<file path="src/rtl/rx_frontend_gen2.sv">
`timescale 1ns/1ps
// rx_frontend_gen2: strobed I/Q receive front end -- swap/invert, DC removal,
// IQ balance correction and output saturation, plus ADC overflow counting.
module rx_frontend_gen2 #(
    parameter int BASE       = 0,
    parameter int IN_WIDTH   = 16,
    parameter int OUT_WIDTH  = 24,
    parameter int CORR_WIDTH = 18,
    parameter int DC_SHIFT   = 16
) (
    input  logic                 clk,
    input  logic                 rst,
    input  logic                 set_stb,
    input  logic [7:0]           set_addr,
    input  logic [31:0]          set_data,
    input  logic                 in_stb,
    input  logic [IN_WIDTH-1:0]  adc_a,
    input  logic                 adc_ovf_a,
    input  logic [IN_WIDTH-1:0]  adc_b,
    input  logic                 adc_ovf_b,
    input  logic                 run,
    output logic [OUT_WIDTH-1:0] i_out,
    output logic [OUT_WIDTH-1:0] q_out,
    output logic                 out_stb,
    output logic [15:0]          ovf_count
);

    localparam int AW  = OUT_WIDTH + DC_SHIFT;
    localparam int AW1 = AW + 1;
    localparam int PW  = OUT_WIDTH + CORR_WIDTH;
    localparam int CW  = PW + 1;
    localparam int LSH = OUT_WIDTH - IN_WIDTH;
    localparam int PSH = CORR_WIDTH - 1;

    localparam logic [7:0] A_MODE  = 8'(BASE);
    localparam logic [7:0] A_MAG   = 8'(BASE + 1);
    localparam logic [7:0] A_PHASE = 8'(BASE + 2);
    localparam logic [7:0] A_DCI   = 8'(BASE + 3);
    localparam logic [7:0] A_DCQ   = 8'(BASE + 4);
    localparam logic [7:0] A_OVF   = 8'(BASE + 5);

    localparam logic signed [OUT_WIDTH-1:0] OMAX = {1'b0, {(OUT_WIDTH-1){1'b1}}};
    localparam logic signed [OUT_WIDTH-1:0] OMIN = {1'b1, {(OUT_WIDTH-1){1'b0}}};
    localparam logic signed [CW-1:0] CMAX = {{(CW-OUT_WIDTH+1){1'b0}}, {(OUT_WIDTH-1){1'b1}}};
    localparam logic signed [CW-1:0] CMIN = {{(CW-OUT_WIDTH+1){1'b1}}, {(OUT_WIDTH-1){1'b0}}};
    localparam logic signed [AW-1:0] AMAX = {1'b0, {(AW-1){1'b1}}};
    localparam logic signed [AW-1:0] AMIN = {1'b1, {(AW-1){1'b0}}};
    localparam logic signed [AW1-1:0] AMAX1 = {2'b00, {(AW-1){1'b1}}};
    localparam logic signed [AW1-1:0] AMIN1 = {2'b11, {(AW-1){1'b0}}};

    function automatic logic signed [OUT_WIDTH-1:0] clip(input logic signed [CW-1:0] v);
        logic signed [OUT_WIDTH-1:0] r;
        if (v > CMAX) begin
            r = OMAX;
        end else if (v < CMIN) begin
            r = OMIN;
        end else begin
            r = v[OUT_WIDTH-1:0];
        end
        return r;
    endfunction

    function automatic logic signed [OUT_WIDTH-1:0] sat_neg(input logic signed [OUT_WIDTH-1:0] v);
        logic signed [OUT_WIDTH-1:0] r;
        if (v == OMIN) begin
            r = OMAX;
        end else begin
            r = -v;
        end
        return r;
    endfunction

    // Returns {fixed_flag, accumulator}; a register write overrides a tracking update.
    function automatic logic [AW:0] dc_next(
        input logic                        fix,
        input logic signed [AW-1:0]        acc,
        input logic                        wr,
        input logic [31:0]                 data,
        input logic                        upd,
        input logic signed [OUT_WIDTH-1:0] y
    );
        logic signed [AW1-1:0]       sum;
        logic signed [OUT_WIDTH-1:0] dcw;
        logic [AW:0]                 r;
        sum = AW1'(acc) + AW1'(y);
        dcw = data[OUT_WIDTH-1:0];
        if (wr) begin
            if (data[31]) begin
                r = {1'b1, AW'(dcw) <<< DC_SHIFT};
            end else if (data[30]) begin
                r = {1'b0, {AW{1'b0}}};
            end else begin
                r = {1'b0, acc};
            end
        end else if (upd && !fix) begin
            if (sum > AMAX1) begin
                r = {fix, AMAX};
            end else if (sum < AMIN1) begin
                r = {fix, AMIN};
            end else begin
                r = {fix, sum[AW-1:0]};
            end
        end else begin
            r = {fix, acc};
        end
        return r;
    endfunction

    logic [5:0]                   mode_q, mode_d;
    logic signed [CORR_WIDTH-1:0] mag_q, mag_d, phase_q, phase_d;
    logic                         fix_i_q, fix_i_d, fix_q_q, fix_q_d;
    logic signed [AW-1:0]         acc_i_q, acc_i_d, acc_q_q, acc_q_d;
    logic [15:0]                  ovf_q, ovf_d;
    logic                         s1_vld_q, s1_vld_d, s2_vld_q, s2_vld_d, s3_vld_q, s3_vld_d;
    logic                         out_stb_q, out_stb_d;
    logic signed [OUT_WIDTH-1:0]  x_i_q, x_i_d, x_q_q, x_q_d;
    logic signed [OUT_WIDTH-1:0]  y_i_q, y_i_d, y_q_q, y_q_d;
    logic signed [OUT_WIDTH-1:0]  y3_i_q, y3_i_d, y3_q_q, y3_q_d;
    logic signed [PW-1:0]         p_i_q, p_i_d, p_q_q, p_q_d;
    logic signed [OUT_WIDTH-1:0]  i_out_q, i_out_d, q_out_q, q_out_d;

    logic                         in_go_s, s1_go_s, s2_go_s, s3_go_s;
    logic signed [IN_WIDTH-1:0]   ra_s, rb_s;
    logic signed [OUT_WIDTH-1:0]  xi_s, xq_s, dc_i_s, dc_q_s, yi_s, yq_s;
    logic signed [CW-1:0]         sum_i_s, sum_q_s;
    logic [AW:0]                  dci_nxt_s, dcq_nxt_s;

    // Settings registers: mode and IQ correction coefficients.
    always_comb begin
        mode_d  = mode_q;
        mag_d   = mag_q;
        phase_d = phase_q;
        if (set_stb) begin
            case (set_addr)
                A_MODE:  mode_d  = set_data[5:0];
                A_MAG:   mag_d   = set_data[CORR_WIDTH-1:0];
                A_PHASE: phase_d = set_data[CORR_WIDTH-1:0];
                default: mode_d  = mode_q;
            endcase
        end else begin
            mode_d = mode_q;
        end
    end

    // Overflow counter: clear beats increment, saturates at all-ones.
    always_comb begin
        ovf_d = ovf_q;
        if (set_stb && (set_addr == A_OVF)) begin
            ovf_d = 16'h0000;
        end else if (in_go_s && (adc_ovf_a || adc_ovf_b) && (ovf_q != 16'hFFFF)) begin
            ovf_d = ovf_q + 16'h0001;
        end else begin
            ovf_d = ovf_q;
        end
    end

    // Datapath next-state: valids flush whenever run drops.
    always_comb begin
        in_go_s  = in_stb & run;
        s1_go_s  = s1_vld_q & run;
        s2_go_s  = s2_vld_q & run;
        s3_go_s  = s3_vld_q & run;
        s1_vld_d = in_go_s;
        s2_vld_d = s1_go_s;
        s3_vld_d = s2_go_s;
        out_stb_d = s3_go_s;

        ra_s = adc_a;
        rb_s = adc_b;
        if (mode_q[0]) begin
            ra_s = adc_b;
            rb_s = adc_a;
        end else begin
            ra_s = adc_a;
        end
        if (mode_q[3]) begin
            rb_s = '0;
        end else begin
            rb_s = rb_s;
        end
        xi_s = OUT_WIDTH'(ra_s) << LSH;
        xq_s = OUT_WIDTH'(rb_s) << LSH;
        x_i_d = in_go_s ? (mode_q[1] ? sat_neg(xi_s) : xi_s) : x_i_q;
        x_q_d = in_go_s ? (mode_q[2] ? sat_neg(xq_s) : xq_s) : x_q_q;

        dc_i_s = OUT_WIDTH'(acc_i_q >>> DC_SHIFT);
        dc_q_s = OUT_WIDTH'(acc_q_q >>> DC_SHIFT);
        yi_s = mode_q[4] ? x_i_q : clip(CW'(x_i_q) - CW'(dc_i_s));
        yq_s = mode_q[4] ? x_q_q : clip(CW'(x_q_q) - CW'(dc_q_s));
        y_i_d = s1_go_s ? yi_s : y_i_q;
        y_q_d = s1_go_s ? yq_s : y_q_q;

        dci_nxt_s = dc_next(fix_i_q, acc_i_q, set_stb && (set_addr == A_DCI), set_data,
                            s1_go_s && !mode_q[4], yi_s);
        dcq_nxt_s = dc_next(fix_q_q, acc_q_q, set_stb && (set_addr == A_DCQ), set_data,
                            s1_go_s && !mode_q[4], yq_s);
        fix_i_d = dci_nxt_s[AW];
        acc_i_d = dci_nxt_s[AW-1:0];
        fix_q_d = dcq_nxt_s[AW];
        acc_q_d = dcq_nxt_s[AW-1:0];

        // Both products use the I rail; phase correction leaks I into Q.
        p_i_d  = s2_go_s ? PW'(y_i_q) * PW'(mag_q)   : p_i_q;
        p_q_d  = s2_go_s ? PW'(y_i_q) * PW'(phase_q) : p_q_q;
        y3_i_d = s2_go_s ? y_i_q : y3_i_q;
        y3_q_d = s2_go_s ? y_q_q : y3_q_q;

        sum_i_s = CW'(y3_i_q) + CW'(p_i_q >>> PSH);
        sum_q_s = CW'(y3_q_q) + CW'(p_q_q >>> PSH);
        if (s3_go_s) begin
            i_out_d = mode_q[5] ? y3_i_q : clip(sum_i_s);
            q_out_d = mode_q[5] ? y3_q_q : clip(sum_q_s);
        end else begin
            i_out_d = i_out_q;
            q_out_d = q_out_q;
        end
    end

    // State registers.
    always_ff @(posedge clk or posedge rst) begin
        if (rst) begin
            mode_q    <= '0;
            mag_q     <= '0;
            phase_q   <= '0;
            fix_i_q   <= 1'b0;
            fix_q_q   <= 1'b0;
            acc_i_q   <= '0;
            acc_q_q   <= '0;
            ovf_q     <= 16'h0000;
            s1_vld_q  <= 1'b0;
            s2_vld_q  <= 1'b0;
            s3_vld_q  <= 1'b0;
            out_stb_q <= 1'b0;
            x_i_q     <= '0;
            x_q_q     <= '0;
            y_i_q     <= '0;
            y_q_q     <= '0;
            y3_i_q    <= '0;
            y3_q_q    <= '0;
            p_i_q     <= '0;
            p_q_q     <= '0;
            i_out_q   <= '0;
            q_out_q   <= '0;
        end else begin
            mode_q    <= mode_d;
            mag_q     <= mag_d;
            phase_q   <= phase_d;
            fix_i_q   <= fix_i_d;
            fix_q_q   <= fix_q_d;
            acc_i_q   <= acc_i_d;
            acc_q_q   <= acc_q_d;
            ovf_q     <= ovf_d;
            s1_vld_q  <= s1_vld_d;
            s2_vld_q  <= s2_vld_d;
            s3_vld_q  <= s3_vld_d;
            out_stb_q <= out_stb_d;
            x_i_q     <= x_i_d;
            x_q_q     <= x_q_d;
            y_i_q     <= y_i_d;
            y_q_q     <= y_q_d;
            y3_i_q    <= y3_i_d;
            y3_q_q    <= y3_q_d;
            p_i_q     <= p_i_d;
            p_q_q     <= p_q_d;
            i_out_q   <= i_out_d;
            q_out_q   <= q_out_d;
        end
    end

    assign i_out     = i_out_q;
    assign q_out     = q_out_q;
    assign out_stb   = out_stb_q;
    assign ovf_count = ovf_q;

endmodule

</file>
<file path="config.mk">
export PLATFORM = sky130hd
export DESIGN_NAME = rx_frontend_gen2
export DESIGN_NICKNAME = d
export VERILOG_FILES = /design/src/rtl/rx_frontend_gen2.sv
export SDC_FILE = /design/constraint.sdc
export NUM_CORES = 2
export LEC_CHECK = 0
export ABC_AREA = 1
export CAP_MARGIN = 20
export CORE_MARGIN = 2
export CORE_UTILIZATION = 44
export DETAILED_ROUTE_END_ITERATION = 10
export PLACE_DENSITY = 0.72
export SLEW_MARGIN = 20
export SYNTH_ARGS = -nofsm -noshare
export SYNTH_HDL_FRONTEND = slang
export SYNTH_SLANG_ARGS = --single-unit
</file>
<file path="constraint.sdc">
create_clock -name clk -period 21.2 [get_ports clk]
set_clock_uncertainty 0.05 [all_clocks]
set_input_delay 4.24 -clock clk [delete_from_list [all_inputs] [get_ports clk]]
set_output_delay 4.24 -clock clk [all_outputs]
set_load 0.01 [all_outputs]
</file>
After elaboration in Yosys (flattened, before gate mapping)
Cells that the tools add are included.

Multiply operators: 2. Magnitude comparators: 12. Add/subtract/negate cells: 9. Reductions and logical operators: 21. Muxes and demuxes: 31. Bitwise logic cells: 4. Eq/ne operators: 10.

Operators by type and width (number): 2-to-1 mux 24 bit (16); 2-to-1 mux 41 bit (5); 2-to-1 mux 40 bit (5); multiplier 24 x 18 -> 42 bit (2); adder 40 x 24 -> 41 bit (2); greater-than comparator 41 x 40 -> 1 bit, second input constant (2); < comparator 41 x 40 -> 1 bit, second input constant (2); 2-to-1 mux 16 bit (5); adder 24 x 25 -> 26 bit (2); greater-than comparator 26 x 24 -> 1 bit, second input constant (2); < comparator 26 x 24 -> 1 bit, second input constant (2); greater-than comparator 25 x 24 -> 1 bit, second input constant (2); < comparator 25 x 24 -> 1 bit, second input constant (2); subtractor 24 x 24 -> 25 bit (2); negation 24 bit (2); equality test 16 bit, second input constant (2); adder 16 x 1 -> 16 bit, second input constant (1); equality test 8 x 2 -> 1 bit, second input constant (2); equality test 8 x 3 -> 1 bit, second input constant (2); != test 16 bit, second input constant (1); AND reduction 2 bit (5); equality test 8 x 1 -> 1 bit, second input constant (1); logical AND 1 bit (8); logical NOT 8 bit (1); other kinds (5) (13).

Logic and storage cells: 111. Register bits after elaboration: 420. Output and inout port bits: 65.

Longest topological paths before layout
Word-level depth: 11. Mapped depth: 35. Depth with buffers taken out: 34.

Least setup slack after synthesis
OpenSTA, ideal clock, no wires.

Path type: flip-flop to flip-flop. Start: register y_i_q[23]. End: register p_i_q[41]. Period minus slack after synthesis: 5.839 ns. Data arrival time: 5.671 ns. Required time: 21.032 ns. Path buffers: 2. Slack: 15.361 ns. Stages on the path, launching flop included: 23. Path through: dfrtp_1 clkbuf_1 clkbuf_1 nand2_1 inv_1 fa_1 fa_1 inv_1 fa_1 fa_1 fa_1 fa_1 inv_1 ha_1 nand2_1 inv_1 a21oi_1 o21ai_0 a21oi_1 nand3_1 or2_2 nand3_1 nand2_1.

Word-level cells in the longest chain between the ends: 1.

Ends and longest elaborated chain: from (decl) (line 117) `logic signed [OUT_WIDTH-1:0] y_i_q, y_i_d, y_q_q, y_q_d;`; from (signal assigned) (line 259) `y_i_q <= y_i_d;`; multiplier 24 x 18 -> 42 bit (line 203) `p_i_d = s2_go_s ? PW'(y_i_q) * PW'(mag_q) : p_i_q;`; to (signal assigned) (line 263) `p_i_q <= p_i_d;`; to (decl) (line 119) `logic signed [PW-1:0] p_i_q, p_i_d, p_q_q, p_q_d;`.

No other way between the ends. A chain may end at the register's enable or synchronous reset.

Final worst setup path
Start: input run. End: register acc_q_q[16].

Word-level cells in the longest chain between the ends: 5.

Ends and longest elaborated chain: from (decl) (line 21) `input logic run,`; bitwise AND 1 bit (line 160) `s1_go_s = s1_vld_q & run;`; logical AND 1 bit (line 196) `s1_go_s && !mode_q[4], yq_s);`; logical AND 1 bit (line 95) `end else if (upd && !fix) begin`; nonzero test 2 bit (no line); AND reduction 2 bit (no line); to (signal assigned) (line 251) `acc_q_q <= acc_q_d;`; to (decl) (line 112) `logic signed [AW-1:0] acc_i_q, acc_i_d, acc_q_q, acc_q_d;`.

No other way between the ends.

==> results.toml <==
[place]
port_buffers = 137
place_congestion = 1.01
dp_hpwl_microns = 158000

[finish]
final_cell_mix = "sky130_fd_sc_hd__nand2_1 (2895), sky130_fd_sc_hd__inv_1 (1720), sky130_fd_sc_hd__fa_1 (854)"
ratio_of_cells_with_drive_above_1_in_the_final_layout_pct = 3.48
final_nets = 9939
final_util_pct = 47.3
final_common_cell = "sky130_fd_sc_hd__nand2_1"
layout-area-overhead-vs-synth_pct = 6.84

[min_path]
min_to = "q_out[19]"
startpoint_of_the_lowest_slack_hold_path = "q_out[19]"
min_path_type = "flop to flop"
whs_path_depth = 2

[synthesis]
synth_compound_area_share_pct = 7.42
yosys_warnings = 0
synthDistinctLibCells = 59
synth.cell_area_sq_um = 61800
synth_sequential_area_ratio_pct = 15.1
post_synthesis_share_of_cell_area_spent_on_full_adders_half_adders_and_majority_gates_pct = 35.5
ys_seq_elements = 372
syn_area_per_cell_sq_um = 7.10
synth-edff-count = 0
yosys.area_share.xor_xnor_pct = 2.55
largest_family_of_logic_cells_by_synthesized_area = "adder cells"
synth_simple_gate_area_share_pct = 26.5
postSynthNetCount = 10025
yosys-mux-area-fraction_pct = 0.0546
synth_top_flop_cell = "sky130_fd_sc_hd__dfrtp_1"
async_flop_share_pct = 100
syn_inst = 8705

[power_and_ir_drop]
static-leakage-power_nw = 34.2
vdd_drop_max_uv = 211
p_total_w = 0.00989
power.density_cell_area_nw_per_um2 = 150

[sta]
timing_hold_violations_final = 0
timing.final.setup_violations = 0
rsz_0062_raised_after_global_routing = "false"
fmaxAchievable_mhz = 142
worstMarginPinSlew_ns = 1.20
slew_violations = 0
slew_headroom_pct = 19.7
setup_total_negative_slack_ns = 0
finalCritPeriodShare_pct = 33.3
timing.hold.ws_ns = 0.427
layout_min_cycle_time_ns = 7.07

[floorplanning]
fp.coreArea_sq_um = 140000
placement_row_count = 137
chipWidth_microns = 379
starting_density_pct = 44.3
dieArea_sq_um = 144000
ports_placed_on_the_boundary = 144
die_h_microns = 379

[route]
dr.pass1.iters = 6
route.final.wire_length_microns = 193000
initialDrtViolationCount = 4408
detailed_route_drc_error_count = 0
count_of_nets_left_with_antenna_violations_after_detail_routing = 0
num_vias = 55075
wl_per_cell_microns = 18.3
via_per_inst = 5.23

[grt]
global_route_wire_length_before_repair_microns = 306000
groute.usage.overall_pct = 27.3
first_global_vias = 55979
grt_max_degree = 168
sum_of_overflow_across_all_layers_after_global_routing = 0
antenna_found_initial = 10

[clock_network]
cts-htree-levels = 2
postCtsResizedCells = 0
cts_setup_buffers = 0
worst_setup_hold_path_clk_slew_ns = 0.06
clk_root_buffer_cell = "sky130_fd_sc_hd__clkbuf_16"
cts_sinks = 372
clock_tree.buffer_depth = 3
cts_hold_buf = 0
cts_tree = "built"
clock_latency_ns = 0.65
tritoncts.num_buffers = 46

[setup_path]
path_class = "primary input to flop"
reg2reg_setup_slack_ns = 14.26
setup.worst_path.start_class = "primary input"
critPathCaptureType = "flop"
timing.critical_path.required_ns = 21.71
timing.rr.end = "p_q_q[38]"
cp_data_arrival_time_ns = 7.58
timing.rr.start = "phase_q[1]"
ff2ff_path_depth = 20
worst-path-max-fanout = 61

[flow_run]
max_cap_violations = 0

[outcome]
run_status = "finished clean"
==> layout make-up <==
type	instances	area [sq um]
clock inverters	23	275
fillers	14148	73500
clock buffers	60	1260
repair buffers	188	1770
flip-flops and latches	372	9320
well taps	1876	2350
multi-input cells	6264	44500
inverters	1747	6570
diodes	1	2.50
==> sequential cells by signal (all words and copies together), names as in the netlist, 6 cells and up <==
signal / cells
x_i_q: 17
y3_q_q: 24
acc_i_q: 40
i_out: 24
x_q_q: 17
y_q_q: 24
ovf_count: 16
p_i_q: 25
p_q_q: 25
acc_q_q: 40
y3_i_q: 24
q_out: 24
phase_q: 18
mode_q: 6
y_i_q: 24
mag_q: 18
==> synth_stat cells (all sizes together), types with 4 or more instances <==
| master | number | area share, % |
|---|---|---|
| a211oi | 7 | 0.085 |
| a21boi | 36 | 0.44 |
| a21o | 22 | 0.27 |
| a21oi | 357 | 2.9 |
| a22oi | 9 | 0.18 |
| a31oi | 46 | 0.47 |
| buf | 80 | 0.90 |
| clkbuf | 242 | 1.5 |
| clkinv | 4 | 0.024 |
| dfrtp | 372 | 15 |
| fa | 854 | 28 |
| ha | 387 | 7.8 |
| inv | 1743 | 11 |
| nand2 | 2946 | 18 |
| nand3 | 324 | 2.7 |
| nand3b | 13 | 0.18 |
| nand4 | 80 | 0.82 |
| nor2 | 565 | 3.7 |
| nor3 | 59 | 0.56 |
| nor4 | 10 | 0.11 |
| o211ai | 6 | 0.081 |
| o21a | 12 | 0.15 |
| o21ai | 270 | 2.2 |
| o21bai | 33 | 0.40 |
| o22ai | 11 | 0.11 |
| or2 | 25 | 0.25 |
| xnor2 | 67 | 0.95 |
| xor2 | 113 | 1.6 |
==> where the power goes <==
group | switching [W] | internal (W)
registers | 0.000314 | 0.000975
logic | 0.00524 | 0.00254
clock network | 0.000353 | 0.000472
==> worst max-delay path: stages <==
cell and delay, ns:
sky130_fd_sc_hd__clkdlybuf4s50_1 0.46, sky130_fd_sc_hd__buf_4 0.22, sky130_fd_sc_hd__nand2_1 0.11, sky130_fd_sc_hd__nor2_1 0.30, sky130_fd_sc_hd__inv_1 0.19, sky130_fd_sc_hd__nor3_1 0.74
sky130_fd_sc_hd__inv_1 0.09, sky130_fd_sc_hd__nand2_1 0.30, sky130_fd_sc_hd__inv_2 0.45, sky130_fd_sc_hd__a21oi_1 0.29, sky130_fd_sc_hd__nand2_1 0.10, sky130_fd_sc_hd__nand2_1 0.06
==> stage by stage <==
stage          std cells  instance area, sq um  worst slack (ns)
6_report           10531                 66100             14.13
5_1_grt            10530                 66100             13.93
4_1_cts            10530                 66100             14.19
3_5_place_dp       10447                 64500             13.58
3_3_place_gp       10447                 64500             13.59
2_1_floorplan       8705                 61800              6.58
==> metal layers <==
layer	track usage, %	wire length [microns]
met3	5.71	16700
met1	36.2	82200
met5	0	79
met4	9.04	7100
met2	44.2	87100
==> logic make-up after synthesis <==
| family | Yosys count |
|---|---|
| AOI/OAI and AO/OA | 813 |
| DFF | 372 |
| muxes | 3 |
| buffers and inverters | 2069 |
| adders and majority gates | 1241 |
| and+or+nand+nor | 4027 |
| xor gates and xnor gates | 180 |
==> worst max-delay path by stage <==
stage                     startpoint     endpoint  slack, ns  cells after the start
after floorplan                  rst   acc_i_q[0]       6.58                      1
after detailed placement         run  acc_q_q[16]      13.58                     12
after global routing      phase_q[1]    p_q_q[41]      13.93                     20
after global placement           run  acc_q_q[16]      13.59                     12
final                            run  acc_q_q[16]      14.13                     12
after CTS                 phase_q[6]    p_q_q[38]      14.19                     20
No activity file was read; power rests on OpenSTA's default activity.
